### src/rtl/divider_seq_8by4_pkg.sv
// Shared widths and FSM encoding for the sequential 8-by-4 restoring divider.
package divider_seq_8by4_pkg;

    localparam int DVD_W = 8;
    localparam int DVS_W = 4;
    localparam int CNT_W = $clog2(DVD_W);

    // state   | meaning
    // ST_IDLE | waiting for start, results held
    // ST_RUN  | one restoring step per clock, counter DVD_W-1 down to 0
    // ST_FIN  | results written to outputs, done pulsed; start accepted as in idle
    typedef enum logic [1:0] {
        ST_IDLE = 2'd0,
        ST_RUN  = 2'd1,
        ST_FIN  = 2'd2
    } state_t;

endpackage

### src/rtl/divider_seq_8by4_if.sv
// Start/result handshake bundle between a requester and the divider.
interface divider_seq_8by4_if;
    import divider_seq_8by4_pkg::*;

    logic             start;
    logic [DVD_W-1:0] dividend;
    logic [DVS_W-1:0] divisor;
    logic             busy;
    logic             done;
    logic [DVD_W-1:0] quotient;
    logic [DVS_W-1:0] remainder;
    logic             div_by_zero;

    modport master (
        output start, dividend, divisor,
        input  busy, done, quotient, remainder, div_by_zero
    );

    modport slave (
        input  start, dividend, divisor,
        output busy, done, quotient, remainder, div_by_zero
    );

endinterface

### src/rtl/divider_seq_8by4_step.sv
// One combinational restoring-division step: shift in a dividend bit, trial-subtract the divisor.
module divider_seq_8by4_step
    import divider_seq_8by4_pkg::*;
(
    input  logic [DVS_W:0]   p_in,
    input  logic             bit_in,
    input  logic [DVS_W-1:0] divisor,
    output logic [DVS_W:0]   p_out,
    output logic             q_bit
);

    logic [DVS_W:0] p_shift;

    // P' = {P[DVS_W-1:0], bit}; keep the difference only when it does not go negative.
    always_comb begin
        p_shift = (DVS_W+1)'({p_in, bit_in});
        p_out   = p_shift;
        q_bit   = 1'b0;
        if (p_shift >= {1'b0, divisor}) begin
            p_out = p_shift - {1'b0, divisor};
            q_bit = 1'b1;
        end
    end

endmodule

### src/rtl/divider_seq_8by4.sv
// Sequential unsigned divider, one quotient bit per clock, with start/busy/done handshake.
module divider_seq_8by4
    import divider_seq_8by4_pkg::*;
(
    input logic              clk,
    input logic              rst_n,
    divider_seq_8by4_if.slave bus
);

    state_t           state;
    logic [DVD_W-1:0] q_reg;
    logic [DVS_W:0]   p_reg;
    logic [DVS_W-1:0] dvs_reg;
    logic [CNT_W-1:0] cnt;
    logic             dbz_reg;

    logic [DVS_W:0]   p_next;
    logic             q_bit;
    logic             accept;

    assign accept = bus.start && (state == ST_IDLE || state == ST_FIN);

    divider_seq_8by4_step u_step (
        .p_in    (p_reg),
        .bit_in  (q_reg[DVD_W-1]),
        .divisor (dvs_reg),
        .p_out   (p_next),
        .q_bit   (q_bit)
    );

    // FSM, datapath registers and registered outputs; an accepted start overrides the next state.
    always_ff @(posedge clk or negedge rst_n) begin
        if (!rst_n) begin
            state           <= ST_IDLE;
            q_reg           <= '0;
            p_reg           <= '0;
            dvs_reg         <= '0;
            cnt             <= '0;
            dbz_reg         <= 1'b0;
            bus.busy        <= 1'b0;
            bus.done        <= 1'b0;
            bus.quotient    <= '0;
            bus.remainder   <= '0;
            bus.div_by_zero <= 1'b0;
        end else begin
            bus.done <= 1'b0;
            case (state)
                ST_IDLE: ;
                ST_RUN: begin
                    p_reg <= p_next;
                    q_reg <= {q_reg[DVD_W-2:0], q_bit};
                    if (cnt == '0) begin
                        state    <= ST_FIN;
                        bus.busy <= 1'b0;
                    end else begin
                        cnt <= cnt - 1'b1;
                    end
                end
                ST_FIN: begin
                    bus.done        <= 1'b1;
                    bus.div_by_zero <= dbz_reg;
                    if (dbz_reg) begin
                        // q_reg still holds the untouched dividend on this path
                        bus.quotient  <= '1;
                        bus.remainder <= DVS_W'(q_reg);
                    end else begin
                        bus.quotient  <= q_reg;
                        bus.remainder <= DVS_W'(p_reg);
                    end
                    state <= ST_IDLE;
                end
                default: state <= ST_IDLE;
            endcase

            if (accept) begin
                q_reg   <= bus.dividend;
                p_reg   <= '0;
                dvs_reg <= bus.divisor;
                cnt     <= CNT_W'(DVD_W - 1);
                dbz_reg <= (bus.divisor == '0);
                if (bus.divisor == '0) begin
                    state    <= ST_FIN;
                    bus.busy <= 1'b0;
                end else begin
                    state    <= ST_RUN;
                    bus.busy <= 1'b1;
                end
            end
        end
    end

endmodule

### src/flat_wrapper.sv
// flat-port wrapper written by rule: the top's interface ports become plain ports
module divider_seq_8by4_flat import divider_seq_8by4_pkg::*;
  (clk, rst_n, bus_start, bus_dividend, bus_divisor, bus_busy, bus_done, bus_quotient, bus_remainder, bus_div_by_zero);
  divider_seq_8by4_if bus_i ();
  input logic clk;
  input logic rst_n;
  input wire logic [$bits(bus_i.start)-1:0] bus_start;
  input wire logic [$bits(bus_i.dividend)-1:0] bus_dividend;
  input wire logic [$bits(bus_i.divisor)-1:0] bus_divisor;
  output wire logic [$bits(bus_i.busy)-1:0] bus_busy;
  output wire logic [$bits(bus_i.done)-1:0] bus_done;
  output wire logic [$bits(bus_i.quotient)-1:0] bus_quotient;
  output wire logic [$bits(bus_i.remainder)-1:0] bus_remainder;
  output wire logic [$bits(bus_i.div_by_zero)-1:0] bus_div_by_zero;
  assign bus_i.start = bus_start;
  assign bus_i.dividend = bus_dividend;
  assign bus_i.divisor = bus_divisor;
  assign bus_busy = bus_i.busy;
  assign bus_done = bus_i.done;
  assign bus_quotient = bus_i.quotient;
  assign bus_remainder = bus_i.remainder;
  assign bus_div_by_zero = bus_i.div_by_zero;
  divider_seq_8by4 u_core (.clk(clk), .rst_n(rst_n), .bus(bus_i));
endmodule
### config.mk
export PLATFORM = sky130hd
export DESIGN_NAME = divider_seq_8by4_flat
export DESIGN_NICKNAME = d
export VERILOG_FILES = /design/src/rtl/divider_seq_8by4_pkg.sv /design/src/rtl/divider_seq_8by4_if.sv /design/src/rtl/divider_seq_8by4_step.sv /design/src/rtl/divider_seq_8by4.sv /design/src/flat_wrapper.sv
export SDC_FILE = /design/constraint.sdc
export NUM_CORES = 1
export LEC_CHECK = 0
export CAP_MARGIN = 5
export CORE_ASPECT_RATIO = 0.8
export CORE_MARGIN = 3
export CORE_UTILIZATION = 60
export DETAILED_ROUTE_END_ITERATION = 8
export DONT_BUFFER_PORTS = 1
export PLACE_DENSITY_LB_ADDON = 0.3
export REMOVE_ABC_BUFFERS = 1
export SYNTH_ARGS = -nofsm -noshare
export SYNTH_HDL_FRONTEND = slang
export SYNTH_SLANG_ARGS = --single-unit
### constraint.sdc
create_clock -name clk -period 2.4 [get_ports clk]
set_input_delay 0.72 -clock clk [delete_from_list [all_inputs] [get_ports clk]]
set_output_delay 0.72 -clock clk [all_outputs]
set_load 0.01 [all_outputs]
# Word-level counts from Yosys, hierarchy flattened
# Index checks and enable logic that the tools add are counted.
# Widths: inputs -> output; s select.
[totals] out_inout_bits=15 inputBits=15 ff_bits=37
[classes] n_eq_ne=5 muxes=20 n_reduce_logical=10 n_addsub=2 magnitude_cmp=1
[op_table] cell="$mux 8" n=3
[op_table] cell="$mux 4" n=4
[op_table] cell="$mux 3" n=3
[op_table] cell="$mux 1" n=6
[op_table] cell="$mux 2" n=3
[op_table] cell="$reduce_and 2->1" n=3
[op_table] cell="$ge 5x4->1" n=1
[op_table] cell="$logic_not 4->1" n=1
[op_table] cell="$ne 2x1->1 const B" n=2
[op_table] cell="$pmux 2 s2" n=1
[op_table] cell="$reduce_bool 2->1" n=2
[op_table] cell="$sub 4x4->4" n=1
[op_table] cell="$logic_not 3->1" n=1
[op_table] cell="$ne 3x1->1 const B" n=1
[op_table] cell="$sub 3x1->3 const B" n=1
[op_table] cell="$eq 2x1->1 const B" n=1
[op_table] cell="$eq 2x2->1 const B" n=1
[op_table] cell="$logic_not 2->1" n=1
[op_table] cell="$logic_and 1x1->1" n=1
[op_table] cell="$logic_or 1x1->1" n=1

# Longest topological paths before layout
# Gate-level depths: netlist of the first run.
[logic_depth] depth_word=5 mapped_depth=7 depth_no_buf=7

# Cells and area by module
# Synthesis of the first run repeated with hierarchy kept, for this count alone.
[hier_totals] cells_unflattened=181 area_unflattened_um2=1834.3
[by_module_without_submodules] module="divider_seq_8by4" cells_per_inst=146 seq_area_each_um2=950.9 area_per_inst_um2=1586.5 n_inst=1
[by_module_without_submodules] module="divider_seq_8by4_step" cells_per_inst=35 seq_area_each_um2=0.0 area_per_inst_um2=247.7 n_inst=1

# Least setup slack after synthesis of the first run
# No wires, ideal clock.
[synth_timing] path_type="flip-flop to flip-flop" start="register u_core.p_reg[1]" end="register u_core.p_reg[0]" path_stages_with_launch=7 arrival_ns=1.557 t_required_ns=2.279 synth_period_minus_slack_ns=1.678 setup_ns=0.121 slack_ns=0.722 path_cell_list="dfrtp_1 > ha_1 > or2_1 > a211oi_2 > a21oi_2 > mux2i_1 > a22o_2"
[synth_between] elab_chain_len=4
[synth_rtl] item="from (decl)" line_no="divider_seq_8by4.sv:12" rtl="logic [DVS_W:0] p_reg;"
[synth_rtl] item="from (signal assigned)" line_no="divider_seq_8by4.sv:50" rtl="p_reg <= p_next;"
[synth_rtl] item="$ge 5x4->1" line_no="divider_seq_8by4_step.sv:19" rtl="if (p_shift >= {1'b0, divisor}) begin"
[synth_rtl] item="$mux 4" line_no="divider_seq_8by4_step.sv:19"
[synth_rtl] item="$mux 4" line_no="divider_seq_8by4.sv:47" rtl="case (state)"
[synth_rtl] item="$mux 4" line_no="divider_seq_8by4.sv:75" rtl="if (accept) begin"
# Every way passes these cells. The select of a mux whose other input is x is not followed.
# A chain may end at the register's enable or synchronous reset.

# Worst setup path after layout of the first run
[layout_timing] start="register u_core.p_reg[1]" end="register u_core.p_reg[1]"
# The elaborated chain is that of the path after synthesis.

==> results.yml, run 1 <==
synth:
  yosys_register_bits: 37
  flip_flop_cell_with_the_highest_count_after_synthesis: "dfrtp_1"
  yosys_warnings: 0
  netlist.top_cell.by_area: "dfrtp_1"
  netlist-cell-type-count: 31
  asr_flop_ratio_synth_pct: 100
  ys_top_cells_by_area: "dfrtp_1 54%, nand2_1 8.1%, o21ai_0 5.8%"
  synth.cells.most_frequent: "37 x dfrtp_1, 37 x nand2_1, 20 x o21ai_0, 14 x nor2_1, 12 x inv_1"
  synth_top_area_share_pct: 54.1
  synthesis.instances: 175
  ys_seq_area_share_pct: 54.1
  synth.cell_area_um2: 1710
  synth-edff-count: 0
  synthesis.area_per_instance_um2: 9.78
clock_tree:
  cts.clk_slew.worst_paths_ns: 0.12
  cts_hold_buf: 0
  cts-root-buf: "clkbuf_4"
  cts_made_buffers: 5
  cts_tree: "yes"
  tritoncts_num_sinks: 37
  cts.repair_timing.setup_buffer_count: 0
  cts_repair_resize_count: 0
  max-clock-path-buffers: 2
  worstSkewPairLatency_ns: 0.35
  cts_max_level: 2
worst_setup_path:
  timing.setup.critical_path_class: "reg -> reg"
  cp.required_ns: 2.64
  worst-r2r-setup-slack_ns: 0.59
  cp-start-kind: "register"
  rr_startpoint: "u_core.p_reg[1]"
  crit_chain: "ha_1, or2_1, a211oi_2, a21oi_2, mux2i_1, a22o_2"
  crit_family: "compound AO/OA/AOI/OAI gates"
  timing.critical_path.buf_inv: 0
  ff2ff_path_depth: 6
  data_arrival_time_at_the_worst_slack_endpoint_ns: 2.06
  worst_setup_path_end_kind: "register"
  reg2reg_to: "u_core.p_reg[1]"
  critPathMaxFanout: 6
  critPathMaxStageDelay_ns: 0.45
  cpMaxStageDelayCell: "dfrtp_1"
routing:
  route.detailed.drc: 0
  drt_pre_antenna_iters: 4
  routed_wirelength_um: 3220
  via_count: 1202
  final_antenna_net_count: 0
  detail_route.wl_per_cell_um: 15.1
  via_per_inst: 5.64
  drtIter0Drc: 84
floorplanning:
  fp.dieH_um: 53.8
  floorplan.initialDensity_pct: 66.3
  num_rows: 16
  x_dimension_of_the_die_um: 65.7
  fp.dieArea_um2: 3530
  placeableCoreArea_um2: 2580
  io-pin-count: 30
pwr:
  leakagePower_nw: 0.877
  total_power_mw: 2.72
  max-vdd-ir-drop_v: 0.000738
  total_power_per_unit_cell_area_nw_per_um2: 1510
place:
  dp_worst_setup_slack_ns: 0.604
  place.gp.congestion: 0.806
  postPlaceCellArea_um2: 1740
  port-buffer-count: 0
  dp_cells: 205
  post-dp-hpwl_um: 2350
flow_run:
  timing.max_cap.violations: 0
global_route:
  gr-total-overflow: 0
  grt_antenna_before_repair: 0
  grt_first_pass_wirelength_um: 5230
  number_of_global_route_vias_before_repair: 1215
  global_route.usage.total_pct: 20.4
  grt_max_degree: 38
sta:
  grt_setup_unrepaired: "false"
  final_critical_path_setup_slack_ns: 0.586
  final.setup.tns_ns: 0
  hold_ws_ns: 0.0485
  worst_slew_pin_slew_ns: 0.770
  max_transition_viols_final: 0
  setup_viol_count_final: 0
  timing.final.crit_period_ns: 1.81
  timing.clock.skew_ns: 0.0118
  maxSlewHeadroom_pct: 48.7
  min_period_over_period_pct: 75.6
  timing.final.hold_violations: 0
  maxClockFrequency_mhz: 551
final_layout:
  layoutNonFillerInstCount: 213
  area_delta_synth_final_pct: 4.97
  fin_nets: 198
  antenna-diode-count: 0
  final_layout_size_suffix_gt1_share_pct: 10.2
  final_core_util_pct: 69.6
  final_cell_area_um2: 1800
hold_path:
  hold_path_class: "in -> async"
outcome:
  run_status: "completed"
how the worst max path moves through the flow:
stage / startpoint / slack (ns) / endpoint / cells past startpoint
after global routing: u_core.state[0] / 0.42 / u_core.cnt[0] / 4
after CTS: u_core.p_reg[1] / 0.58 / u_core.p_reg[1] / 6
after global placement: bus_start / 0.67 / u_core.p_reg[3] / 7
after floorplan: bus_start / 0.12 / u_core.p_reg[3] / 5
after detailed placement: u_core.p_reg[1] / 0.60 / u_core.p_reg[1] / 6
final: u_core.p_reg[1] / 0.59 / u_core.p_reg[1] / 6
report_power, final:
part	internal [mW]	switching, mW
clock	0.110	0.208
combinational	0.529	0.633
sequential	0.928	0.313
kinds of logic after synthesis:
kind of cell	Yosys count	share of synthesized area [%]
compound gates	40	15.4
xor+xnor	2	1.02
fa+ha+maj	7	5.56
buf+inv	22	5.26
flops	37	54.1
mux	8	4.82
simple gates	59	13.9
layout make-up:
| type | count | area, um2 |
|---|---|---|
| Clock buffer | 5 | 37.5 |
| Clock inverter | 3 | 17.5 |
| Fill cell | 195 | 786 |
| Inverter | 12 | 45.0 |
| Multi-Input combinational cell | 116 | 696 |
| Sequential cell | 37 | 926 |
| Tap cell | 36 | 45.0 |
| Timing Repair Buffer | 4 | 30.0 |
cells in the final DEF (no fill, tap or decap), types with 2 or more instances in the layout:
cell and count:
a21oi_1 2, a22o_2 2, a22oi_1 7, buf_4 4, clkbuf_4 5, clkinv_2 2, dfrtp_1 37, ha_1 6
inv_1 12, mux2_2 2, mux2i_1 6, nand2_1 37, nor2_1 14, nor2b_1 2, nor3_1 2, o21ai_0 20
routing by layer:
metal / track usage, % / routed length, um
met4: 9.31 / 51
met5: 0 / 0
met1: 24.2 / 1390
met3: 5.64 / 197
met2: 35.1 / 1580
Power figures use the tool's default switching activity.
==> run 2: changes to the inputs <==
==> constraint.sdc (replaced) <==
create_clock -name clk -period 1.68 [get_ports clk]
set_input_delay 0.504 -clock clk [delete_from_list [all_inputs] [get_ports clk]]
set_output_delay 0.504 -clock clk [all_outputs]
set_load 0.01 [all_outputs]
==> results.yml, run 2 (synthesis results as in run 1) <==
outcome:
  run_status: "finished, violations left"
  violations: "negative setup slack"
worst_setup_path:
  data_arrival_time_at_the_worst_slack_endpoint_ns: 1.96
  worst_setup_path_end_kind: "register"
  cp-start-kind: "register"
  crit_chain: "inv_2, ha_4, or2_4, a211oi_2, a21oi_2, mux2i_1, a22o_2"
  critPathMaxStageDelay_ns: 0.39
  cpMaxStageDelayCell: "dfrtp_1"
  cp.required_ns: 1.91
  timing.setup.critical_path_class: "reg -> reg"
  critPathMaxFanout: 6
global_route:
  grt_max_degree: 38
  grt_antenna_before_repair: 0
  gr-total-overflow: 0
  grt_first_pass_wirelength_um: 5620
  global_route.usage.total_pct: 21.8
  number_of_global_route_vias_before_repair: 1233
routing:
  drtIter0Drc: 86
  drt_pre_antenna_iters: 4
  route.detailed.drc: 0
  routed_wirelength_um: 3400
  final_antenna_net_count: 0
  via_per_inst: 5.65
  detail_route.wl_per_cell_um: 15.5
  via_count: 1237
clock_tree:
  cts_made_buffers: 5
  cts_tree: "yes"
  worstSkewPairLatency_ns: 0.34
  cts_max_level: 2
  cts.clk_slew.worst_paths_ns: 0.11
  max-clock-path-buffers: 2
  cts-root-buf: "clkbuf_4"
  tritoncts_num_sinks: 37
place:
  postPlaceCellArea_um2: 1760
  place.gp.congestion: 0.789
  port-buffer-count: 0
  post-dp-hpwl_um: 2340
  dp_cells: 207
floorplanning:
  floorplan.initialDensity_pct: 66.3
  x_dimension_of_the_die_um: 65.7
  placeableCoreArea_um2: 2580
  num_rows: 16
  fp.dieArea_um2: 3530
  fp.dieH_um: 53.8
  io-pin-count: 30
sta:
  maxSlewHeadroom_pct: 52.5
  maxClockFrequency_mhz: 578
  setup_viol_count_final: 2
  timing.final.crit_period_ns: 1.73
  grt_setup_unrepaired: "true"
  min_period_over_period_pct: 103
  worst_slew_pin_slew_ns: 0.709
  max_transition_viols_final: 0
  timing.clock.skew_ns: 0.0125
  timing.final.hold_violations: 0
  final_critical_path_setup_slack_ns: -0.0510
pwr:
  total_power_per_unit_cell_area_nw_per_um2: 2250
  p_clk_share_pct: 15.0
  leakagePower_nw: 0.923
  power_share_of_the_sequential_group_pct: 41.7
  total_power_mw: 4.27
  max-vdd-ir-drop_v: 0.00131
  netSwitchingFraction_pct: 40.5
  intPower_mw: 2.54
  switchingPower_mw: 1.73
  combPwrFrac_pct: 43.4
hold_path:
  hold_path_class: "in -> reg"
final_layout:
  final_core_util_pct: 73.6
  area_delta_synth_final_pct: 11.1
  antenna-diode-count: 0
  fillCellCount: 178
  fin_nets: 204
  layoutNonFillerInstCount: 219
  final_cell_mix: "37 x nand2_1, 37 x dfrtp_1, 19 x o21ai_0"
  final_cell_area_um2: 1900
  final_layout_size_suffix_gt1_share_pct: 13.7
flow_run:
  timing.max_cap.violations: 0
==> run 2: what timing repair did <==
action                     4_1_cts  5_1_grt
hold buffers                     2        0
cloned                           0        0
pin swaps                        1        0
resized for setup                2        2
setup endpoints to repair        3        5
hold endpoints to repair        37        0
buffers inserted                 2        0
==> run 2: path summary, 6_finish.rpt <==
path	end	slack [ns]	startpoint	depth (start not counted)
max	u_core.p_reg[1]	-0.05	u_core.dvs_reg[2]	7
min	u_core.q_reg[2]	0.29	bus_dividend[2]	2
max reg2reg	u_core.p_reg[1]	-0.05	u_core.dvs_reg[2]	7
min reg2reg	u_core.q_reg[6]	0.52	u_core.q_reg[6]	2
max in group asynchronous	u_core.cnt[0]	0.88	rst_n	2
min in group asynchronous	u_core.bus.remainder[2]	0.61	rst_n	2
==> run 2: through the flow <==
stage,worst slack [ns],setup TNS (ns),hold slack (ns)
2_1_floorplan,-0.384,-3.59,0.208
3_3_place_gp,0.0398,0,0.209
3_5_place_dp,-0.0662,-0.125,0.209
4_1_cts,-0.0204,-0.0258,0.280
5_1_grt,-0.0742,-0.134,0.275
6_report,-0.0510,-0.0793,0.287
==> run 2: per-layer routing <==
| layer | wire length, um | vias to the layer above | GRT usage (%) |
|---|---|---|---|
| met5 | 0 | - | 0 |
| met4 | 54 | 0 | 9.66 |
| li1 | - | 602 | - |
| met3 | 242 | 6 | 6.68 |
| met2 | 1640 | 41 | 35.8 |
| met1 | 1460 | 588 | 26.9 |
==> run 2: critical path: cells and delay by family, from the launching register on <==
family / cells / cell delay (ns)
compound gates: 3 / 0.59
fa+ha+maj: 1 / 0.20
buf+inv: 1 / 0.08
flops: 1 / 0.39
mux: 1 / 0.14
simple gates: 1 / 0.23
==> run 2: area by class of cell <==
type                       instances  area (um2)  share of cell area [%]
clock buffer                       7        55.1                    2.89
clock inverter                     1        30.0                    1.58
inverter                          12        45.0                    2.37
multi-input combinational        116         711                    37.4
sequential                        37         926                    48.7
tap                               36        45.0                    2.37
timing repair buffer              10        90.1                    4.74
==> run 2: power by group through the flow <==
stage / sequential, mW / clock (mW) / combinational (mW)
detailed placement: 1.79 / 0 / 1.72
floorplan: 1.68 / 0 / 1.31
finish: 1.78 / 0.639 / 1.85
CTS: 1.78 / 0.647 / 1.83
global route: 1.84 / 0.680 / 2.10
global placement: 1.76 / 0 / 1.59
